$ cat src/rtl/gpio_input_conditioner_if.sv
// Pin-side and software-side signal bundle of the GPIO input conditioner.
// The master drives pins and clear/enable controls; the slave is the conditioner.
interface gpio_input_conditioner_if #(
    parameter int N_CH = 20
);
    logic [N_CH-1:0] raw_in;
    logic [N_CH-1:0] level_out;
    logic [N_CH-1:0] rise_pulse;
    logic [N_CH-1:0] fall_pulse;
    logic [N_CH-1:0] event_q;
    logic            clr_valid;
    logic [N_CH-1:0] clr_mask;
    logic [N_CH-1:0] irq_en;
    logic            irq;

    modport master (
        output raw_in,
        output clr_valid,
        output clr_mask,
        output irq_en,
        input  level_out,
        input  rise_pulse,
        input  fall_pulse,
        input  event_q,
        input  irq
    );

    modport slave (
        input  raw_in,
        input  clr_valid,
        input  clr_mask,
        input  irq_en,
        output level_out,
        output rise_pulse,
        output fall_pulse,
        output event_q,
        output irq
    );
endinterface

$ cat src/rtl/gpio_input_conditioner.sv
// Per-channel synchroniser, polarity fix, debounce and edge detection for raw
// switch/button pins, with sticky edge events and a level interrupt.
module gpio_input_conditioner #(
    parameter int              N_CH        = 20,
    parameter int              SYNC_STAGES = 2,
    parameter int              DB_CYCLES   = 1000000,
    parameter logic [N_CH-1:0] INVERT_MASK = {N_CH{1'b0}},
    parameter logic [N_CH-1:0] RISE_MASK   = {N_CH{1'b1}},
    parameter logic [N_CH-1:0] FALL_MASK   = {N_CH{1'b0}}
) (
    input logic                     clk,
    input logic                     reset_rtl_0,
    gpio_input_conditioner_if.slave bus
);

    localparam int              CNT_W   = (DB_CYCLES > 1) ? $clog2(DB_CYCLES) : 1;
    localparam logic [CNT_W-1:0] CNT_MAX  = CNT_W'(DB_CYCLES - 1);
    localparam logic [CNT_W-1:0] CNT_ONE  = CNT_W'(1);
    localparam logic [CNT_W-1:0] CNT_ZERO = CNT_W'(0);

    logic [N_CH-1:0]  sync_r [SYNC_STAGES];
    logic [N_CH-1:0]  sync_s;
    logic [CNT_W-1:0] cnt_r      [N_CH];
    logic [CNT_W-1:0] cnt_nxt_s  [N_CH];
    logic [N_CH-1:0]  level_r;
    logic [N_CH-1:0]  level_nxt_s;
    logic [N_CH-1:0]  rise_r;
    logic [N_CH-1:0]  fall_r;
    logic [N_CH-1:0]  rise_nxt_s;
    logic [N_CH-1:0]  fall_nxt_s;
    logic [N_CH-1:0]  set_vec_s;
    logic [N_CH-1:0]  clr_vec_s;
    logic [N_CH-1:0]  event_r;
    logic [N_CH-1:0]  event_nxt_s;
    logic             irq_r;

    // Synchroniser chain; reset loads the inversion mask so the corrected level starts at 0
    always_ff @(posedge clk) begin
        if (reset_rtl_0) begin
            for (int s = 0; s < SYNC_STAGES; s++) begin
                sync_r[s] <= INVERT_MASK;
            end
        end else begin
            sync_r[0] <= bus.raw_in;
            for (int s = 1; s < SYNC_STAGES; s++) begin
                sync_r[s] <= sync_r[s-1];
            end
        end
    end

    assign sync_s = sync_r[SYNC_STAGES-1] ^ INVERT_MASK;

    // Debounce: a channel must disagree with level_out for DB_CYCLES consecutive cycles to flip
    always_comb begin
        level_nxt_s = level_r;
        for (int c = 0; c < N_CH; c++) begin
            cnt_nxt_s[c] = cnt_r[c];
            if (sync_s[c] == level_r[c]) begin
                cnt_nxt_s[c] = CNT_ZERO;
            end else if (cnt_r[c] == CNT_MAX) begin
                cnt_nxt_s[c]   = CNT_ZERO;
                level_nxt_s[c] = ~level_r[c];
            end else begin
                cnt_nxt_s[c] = cnt_r[c] + CNT_ONE;
            end
        end
        rise_nxt_s = level_nxt_s & ~level_r;
        fall_nxt_s = ~level_nxt_s & level_r;
    end

    // Debounce state, level and edge pulse registers
    always_ff @(posedge clk) begin
        if (reset_rtl_0) begin
            for (int c = 0; c < N_CH; c++) begin
                cnt_r[c] <= CNT_ZERO;
            end
            level_r <= {N_CH{1'b0}};
            rise_r  <= {N_CH{1'b0}};
            fall_r  <= {N_CH{1'b0}};
        end else begin
            for (int c = 0; c < N_CH; c++) begin
                cnt_r[c] <= cnt_nxt_s[c];
            end
            level_r <= level_nxt_s;
            rise_r  <= rise_nxt_s;
            fall_r  <= fall_nxt_s;
        end
    end

    // Event capture: OR-ing the set vector after the clear makes a new edge win over a clear
    always_comb begin
        set_vec_s = (rise_r & RISE_MASK) | (fall_r & FALL_MASK);
        if (bus.clr_valid) begin
            clr_vec_s = bus.clr_mask;
        end else begin
            clr_vec_s = {N_CH{1'b0}};
        end
        event_nxt_s = (event_r & ~clr_vec_s) | set_vec_s;
    end

    // Sticky event register and interrupt, the latter one cycle behind event_q
    always_ff @(posedge clk) begin
        if (reset_rtl_0) begin
            event_r <= {N_CH{1'b0}};
            irq_r   <= 1'b0;
        end else begin
            event_r <= event_nxt_s;
            irq_r   <= |(event_r & bus.irq_en);
        end
    end

    assign bus.level_out  = level_r;
    assign bus.rise_pulse = rise_r;
    assign bus.fall_pulse = fall_r;
    assign bus.event_q    = event_r;
    assign bus.irq        = irq_r;

endmodule

$ cat src/flat_wrapper.sv
// flat-port wrapper written by rule: the top's interface ports become plain ports
module gpio_input_conditioner_flat 
#(
    parameter int              N_CH        = 20,
    parameter int              SYNC_STAGES = 2,
    parameter int              DB_CYCLES   = 1000000,
    parameter logic [N_CH-1:0] INVERT_MASK = {N_CH{1'b0}},
    parameter logic [N_CH-1:0] RISE_MASK   = {N_CH{1'b1}},
    parameter logic [N_CH-1:0] FALL_MASK   = {N_CH{1'b0}}
)
  (clk, reset_rtl_0, bus_raw_in, bus_clr_valid, bus_clr_mask, bus_irq_en, bus_level_out, bus_rise_pulse, bus_fall_pulse, bus_event_q, bus_irq);
  gpio_input_conditioner_if #(.N_CH(N_CH)) bus_i ();
  input logic clk;
  input logic reset_rtl_0;
  input wire logic [$bits(bus_i.raw_in)-1:0] bus_raw_in;
  input wire logic [$bits(bus_i.clr_valid)-1:0] bus_clr_valid;
  input wire logic [$bits(bus_i.clr_mask)-1:0] bus_clr_mask;
  input wire logic [$bits(bus_i.irq_en)-1:0] bus_irq_en;
  output wire logic [$bits(bus_i.level_out)-1:0] bus_level_out;
  output wire logic [$bits(bus_i.rise_pulse)-1:0] bus_rise_pulse;
  output wire logic [$bits(bus_i.fall_pulse)-1:0] bus_fall_pulse;
  output wire logic [$bits(bus_i.event_q)-1:0] bus_event_q;
  output wire logic [$bits(bus_i.irq)-1:0] bus_irq;
  assign bus_i.raw_in = bus_raw_in;
  assign bus_i.clr_valid = bus_clr_valid;
  assign bus_i.clr_mask = bus_clr_mask;
  assign bus_i.irq_en = bus_irq_en;
  assign bus_level_out = bus_i.level_out;
  assign bus_rise_pulse = bus_i.rise_pulse;
  assign bus_fall_pulse = bus_i.fall_pulse;
  assign bus_event_q = bus_i.event_q;
  assign bus_irq = bus_i.irq;
  gpio_input_conditioner #(.N_CH(N_CH), .SYNC_STAGES(SYNC_STAGES), .DB_CYCLES(DB_CYCLES), .INVERT_MASK(INVERT_MASK), .RISE_MASK(RISE_MASK), .FALL_MASK(FALL_MASK)) u_core (.clk(clk), .reset_rtl_0(reset_rtl_0), .bus(bus_i));
endmodule
$ cat config.mk
export PLATFORM = sky130hd
export DESIGN_NAME = gpio_input_conditioner_flat
export DESIGN_NICKNAME = d
export VERILOG_FILES = /design/src/rtl/gpio_input_conditioner_if.sv /design/src/rtl/gpio_input_conditioner.sv /design/src/flat_wrapper.sv
export SDC_FILE = /design/constraint.sdc
export NUM_CORES = 1
export LEC_CHECK = 0
export CAP_MARGIN = 5
export CORE_AREA = 2 2 240 242
export DETAILED_ROUTE_END_ITERATION = 10
export DIE_AREA = 0 0 242 244
export PLACE_DENSITY_LB_ADDON = 0.05
export RECOVER_POWER = 25
export SLEW_MARGIN = 20
export SYNTH_ARGS = -nofsm -noshare
export SYNTH_HDL_FRONTEND = slang
export SYNTH_SLANG_ARGS = --single-unit
$ cat constraint.sdc
create_clock -name clk -period 1.9 [get_ports clk]
set_input_delay 0.38 -clock clk [delete_from_list [all_inputs] [get_ports clk]]
set_output_delay 0.38 -clock clk [all_outputs]
set_load 0.02 [all_outputs]
=== Word level (Yosys, flattened, before mapping) ===
Memories as Yosys holds them, arrays and structs flattened.
Index checks and enable logic that the tools add are counted.

* Bits in registers: 81
* Bits in latches: 0
* Logic and storage cells: 224
* Memories kept: 2
* ROM bits: 0
* Input bits: 63
* Bits in writable memories: 440

{| class="wikitable"
|+ Memories
! name !! words !! bits a word !! rd ports !! clocked after Yosys merged registers in !! wr ports !! line !! text
|-
| u_core.cnt_r || 20 || 20 || 20 || 0 || 20 || gpio_input_conditioner.sv:23 || <nowiki>logic [CNT_W-1:0] cnt_r [N_CH];</nowiki>
|-
| u_core.sync_r || 2 || 20 || 2 || 0 || 2 || gpio_input_conditioner.sv:21 || <nowiki>logic [N_CH-1:0] sync_r [SYNC_STAGES];</nowiki>
|}

* Multipliers: 0
* Shift-type cells: 0
* Reductions and logical operators: 1
* Magnitude comparators: 0
* Div/mod/pow operators: 0
* Bitwise logic cells: 50
* Multiplexer cells: 106
* Equality and inequality tests: 40
* $add $sub $neg: 20

{| class="wikitable"
|+ Operators with widths
! operator !! count
|-
| 20-bit two-way mux || 63
|-
| 20-bit by 1-bit adder with 20-bit output, second input constant || 20
|-
| 20-bit equality test, second input constant || 20
|-
| 20-bit AND || 4
|-
| 20-bit NOT || 3
|-
| 1-bit two-way mux || 43
|-
| 1-bit OR || 22
|-
| 1-bit equality test || 20
|-
| 1-bit NOT || 20
|-
| 20-bit OR || 1
|-
| 20-bit OR reduction || 1
|}

=== Longest topological paths before layout ===
Gate-level depths: netlist (run 1).

* Depth after elaboration: 5
* Depth in mapped cells: 7
* Depth with buffers taken out: 5

=== Least setup slack after synthesis (run 1) ===
No wires, ideal clock.

* Kind: flip-flop to flip-flop
* Start point: memory u_core.cnt_r[1][0] (netlist bit)
* End point: memory u_core.cnt_r[1][10] (netlist bit)
* Path buffers: 2
* Data required time: 1.772 ns
* Slack: -0.087 ns
* Cell stages (with the launch flop): 8
* Period minus slack after synthesis: 1.987 ns
* Arrival: 1.859 ns
* Cell sequence: dfxtp_1 ha_1 and4_1 clkbuf_1 nand2_1 o21ai_1 clkbuf_1 nor2_1

{| class="wikitable"
|+ RTL lines
! item !! line
|-
| start: declaration || gpio_input_conditioner.sv:23
|}

==> results of run 1 <==
-- sequential cells by signal (all words and copies together) (netlist names) --
register	flops
u_core.bus.event_q	20
u_core.bus.fall_pulse	20
u_core.bus.irq	1
u_core.bus.level_out	20
u_core.bus.rise_pulse	20
u_core.cnt_r	400
u_core.sync_r	40
-- worst register-to-register path: stages, from the launching register on --
cell	delay, ns
dfxtp_2	0.32
or4b_4	0.53
or4_4	0.54
o21ai_4	0.20
buf_4	0.16
clkbuf_16	0.13
nor2_2	0.04
-- worst max-delay path by stage --
| stage | from | to | cells past startpoint |
|---|---|---|---|
| 2_1_floorplan | u_core.cnt_r[5][31] | u_core.cnt_r[5][28] | 5 |
| 3_3_place_gp | u_core.cnt_r[8][33] | u_core.cnt_r[8][38] | 5 |
| 3_5_place_dp | u_core.cnt_r[8][33] | u_core.cnt_r[8][23] | 5 |
| 4_1_cts | u_core.cnt_r[5][28] | u_core.cnt_r[5][27] | 6 |
| 5_1_grt | u_core.cnt_r[5][28] | u_core.cnt_r[5][34] | 6 |
| 6_report | u_core.cnt_r[5][28] | u_core.cnt_r[5][32] | 6 |
-- stage by stage --
step	TNS [ns]	util (%)	power [mW]	instance area (sq um)
floorplan	-3.29	-	11.4	22500
global placement	-2.59	47.7	11.7	26800
detailed placement	-5.50	47.7	11.7	26800
CTS	-10.75	52.0	23.6	29200
global route	-17.47	52.6	24.0	29600
finish	-9.22	52.6	23.1	29600
-- area by class of cell --
cell class	count	area, sq um
sequential	521	10500
inverter	69	259
fill	5321	26600
tap	756	946
antenna	1	2.50
clock inverter	15	208
multi-input combinational	1894	12000
clock buffer	90	1810
timing repair buffer	455	3900
-- kinds of logic (layout without fill, tap and decap cells) --
kind of cell             after synthesis  in the layout  share of synthesized area, %
adder cells (fa/ha/maj)               20             20                          1.12
flip-flops                           521            521                          46.6
buffers and inverters                137            629                          2.63
XOR/XNOR                             245            245                          9.58
AO/OA/AOI/OAI                        341            341                          8.87
AND/OR/NAND/NOR                     1288           1288                          31.2
other                                  0              1                             0
-- synth_stat cells, drive strengths merged --
| master | number |
|---|---|
| dfxtp | 521 |
| nor2 | 334 |
| a21oi | 173 |
| xnor2 | 166 |
| nand3 | 152 |
| nand2 | 148 |
| nand4 | 109 |
| o21ai | 105 |
| nor3 | 89 |
| or3 | 80 |
| xor2 | 79 |
| or4 | 74 |
| inv | 69 |
| nor4 | 54 |
| clkbuf | 46 |
| nor2b | 44 |
| and3 | 43 |
| o31ai | 39 |
| nand2b | 38 |
| and4 | 31 |
| buf | 22 |
| ha | 20 |
| or2 | 18 |
| and2 | 16 |
| nor4b | 13 |
| or4b | 12 |
| nand4b | 8 |
| or3b | 8 |
| nor3b | 6 |
| a221oi | 5 |
| a22o | 5 |
| a31o | 5 |
| nor4bb | 4 |
| o21a | 4 |
| or4bb | 4 |
| nand3b | 2 |
| a21o | 1 |
| a31oi | 1 |
| a41o | 1 |
| nand4bb | 1 |
| o211ai | 1 |
| o41ai | 1 |
-- placed cells by master (no fill, tap or decap), drive strengths merged, types with 8 or more instances in the layout --
cell,count
xnor2,166
nand4b,8
inv,70
nand4,109
clkbuf,115
and2,16
and4,31
nand2,148
or3b,8
nor2,334
clkdlybuf4s50,60
nor4,54
or4b,12
o31ai,39
or2,18
nand2b,38
nor4b,13
or4,74
clkinv,9
nor3,89
o21ai,105
and3,43
a21oi,173
nor2b,44
dlygate4sd2,80
nand3,152
dfxtp,521
xor2,79
or3,80
buf,289
ha,20
-- timing repair --
item / 4_1_cts / 5_1_grt
cloned: 8 / 6
endpoints found under the setup margin: 255 / 201
resized for setup: 138 / 153
setup buffers: 9 / 12
pin swaps: 26 / 57
-- per-layer routing --
layer | wire length, microns | part of all wire, % | vias to the layer above
met1 | 27600 | 50 | 9217
li1 | - | - | 10000
met3 | 1970 | 3.5 | 68
met2 | 25100 | 45 | 254
met4 | 916 | 1.6 | 0
met5 | 0 | 0 | -
-- power by group --
| part | switching (mW) | internal [mW] | total (mW) |
|---|---|---|---|
| Sequential | 0.0287 | 11.0 | 11.0 |
| Combinational | 0.235 | 0.241 | 0.476 |
| Clock | 4.46 | 7.18 | 11.6 |
==> results.md, run 1 <==
* Share of post-route cells with drive strength above 1 at 20.8%
* Hold depth at 2
* Pwr/cell area at 782 nW/um^2
* CTS Sinks at 521
* DR vias at 19,500
* Synthesis-stage register bit count at 521
* Final period utilization at 106%
* Starting Density at 39.9%
* Worst EP arrival at 2.52 ns
* CP delay by family, top: simple AND/OR/NAND/NOR gates
* Dpl ws at -0.136 ns
* Worst rel slew slack at 18.7%
* Worst-Skew Late Latency at 0.60 ns
* Clk_skew at 0.0104 ns
* Layer with the highest usage: met2
* Final setup margin at -0.118 ns
* Critical path class: reg -> reg
* Crit-path max cell delay at 0.54 ns
* Hold Path End: u_core.bus.level_out[11]
* Drt pass-1 iters at 7
* GRT Residual Overflow at 0
* Synth top area share at 46.6%
* Routing usage on met2 at 30.1%
* Final std cells w/o fill at 3,801
* Global Route Usage Sum at 18.4%
* Outcome: finished with violations
* Hold path startpoint: reset_rtl_0
* Post-synthesis cell type count at 53
* Worst endpoint required time at 2.40 ns
* Syn Nets at 2,635
* DR iter-0 viols at 886
* Rows at 87
* Leakage power at 9.77 nW
* I/O Buffers at 143
* Full die area at 59,000 sq um
* Inst Count DP at 3,671
* Cts bufs inserted at 57
* Met1 usage at 25.5%
* Crit Reg-Reg Startpoint: u_core.cnt_r[5][28]
* First-pass GRT wire length at 92,300 microns
* Critical Path Start Type: flop
* Core Box Area at 56,200 sq um
* Die H at 244 microns
* Yosys top cell by area: dfxtp_1
* Reg2reg path depth at 6
* Met3 Track Usage GR at 2.71%
* Hold WC Path Type: in -> reg
* Initial antenna violation count at 3
* I/O pins at 144
* Final HPWL from detailed placement at 39,400 microns
* Netlist Area Pre-Place at 22,400 sq um
* Max-slew violations at 0
* Vias in the first global route at 19,000
* Root Buffer: clkbuf_16
* Warnings from Yosys at 0
* Failing checks: negative setup slack
* Synth Instances at 2,552
* Final min period at 2.02 ns
* Worst hold slack at 0.120 ns
* # H-tree levels at 2
* Antenna-violating nets left at 0
* RSZ-0062 raised after global routing: yes
* Avg Inst Size Synth at 8.77 sq um
* Max Freq at 495 MHz
* DR WL/cell at 14.6 microns
* Maximum VDD drop at 0.642 mV
* CP max FO at 4
* CP max-delay cell: or4_4
* Final Hold Viols at 0
* Drt total wl at 55,600 microns
* Largest net degree at the start of global routing at 23
* P&R area growth vs syn at 32.1%
* Clock tree buffer depth at 3
* Crit path buf inv count at 2
* Routability cong. at 0.829
* RR Endpoint: u_core.cnt_r[5][32]
* Hold Buf Count CTS at 0
* Nets at 3,081
* Clk slew on worst S/H paths at 0.06 ns
* Crit. End Element: flop
* Max-cap violations at 0
* CTS tree: yes
* Register-to-register setup slack at -0.12 ns
* Chip Width at 242 microns
* Vias per inst at 5.14
* Area contributors post-synth: dfxtp_1 47%, xnor2_1 6.5%, nor2_1 5.3%, a21oi_1 3.9%, nand3_1 3.3%
* Cell Chain, Critical Path: or4b_4 > or4_4 > o21ai_4 > buf_4 > clkbuf_16 > nor2_2
* Sequential share of the synthesized area at 46.6%
* # setup viols final at 179
* Residual DRC at 0
* Slew @ Worst Pin at 1.22 ns
No activity file was read; power rests on OpenSTA's default activity.
==> run 2, diff against run 1 <==
SLEW_MARGIN = default   (was 20)
==> results of run 2 <==
Final layout, timing and power as in run 1 (identical DEF).
==> run 3, diff against run 2 <==
SLEW_MARGIN = 20   (was default)
==> results of run 3 <==
Final layout, timing and power as in run 1 (identical DEF).
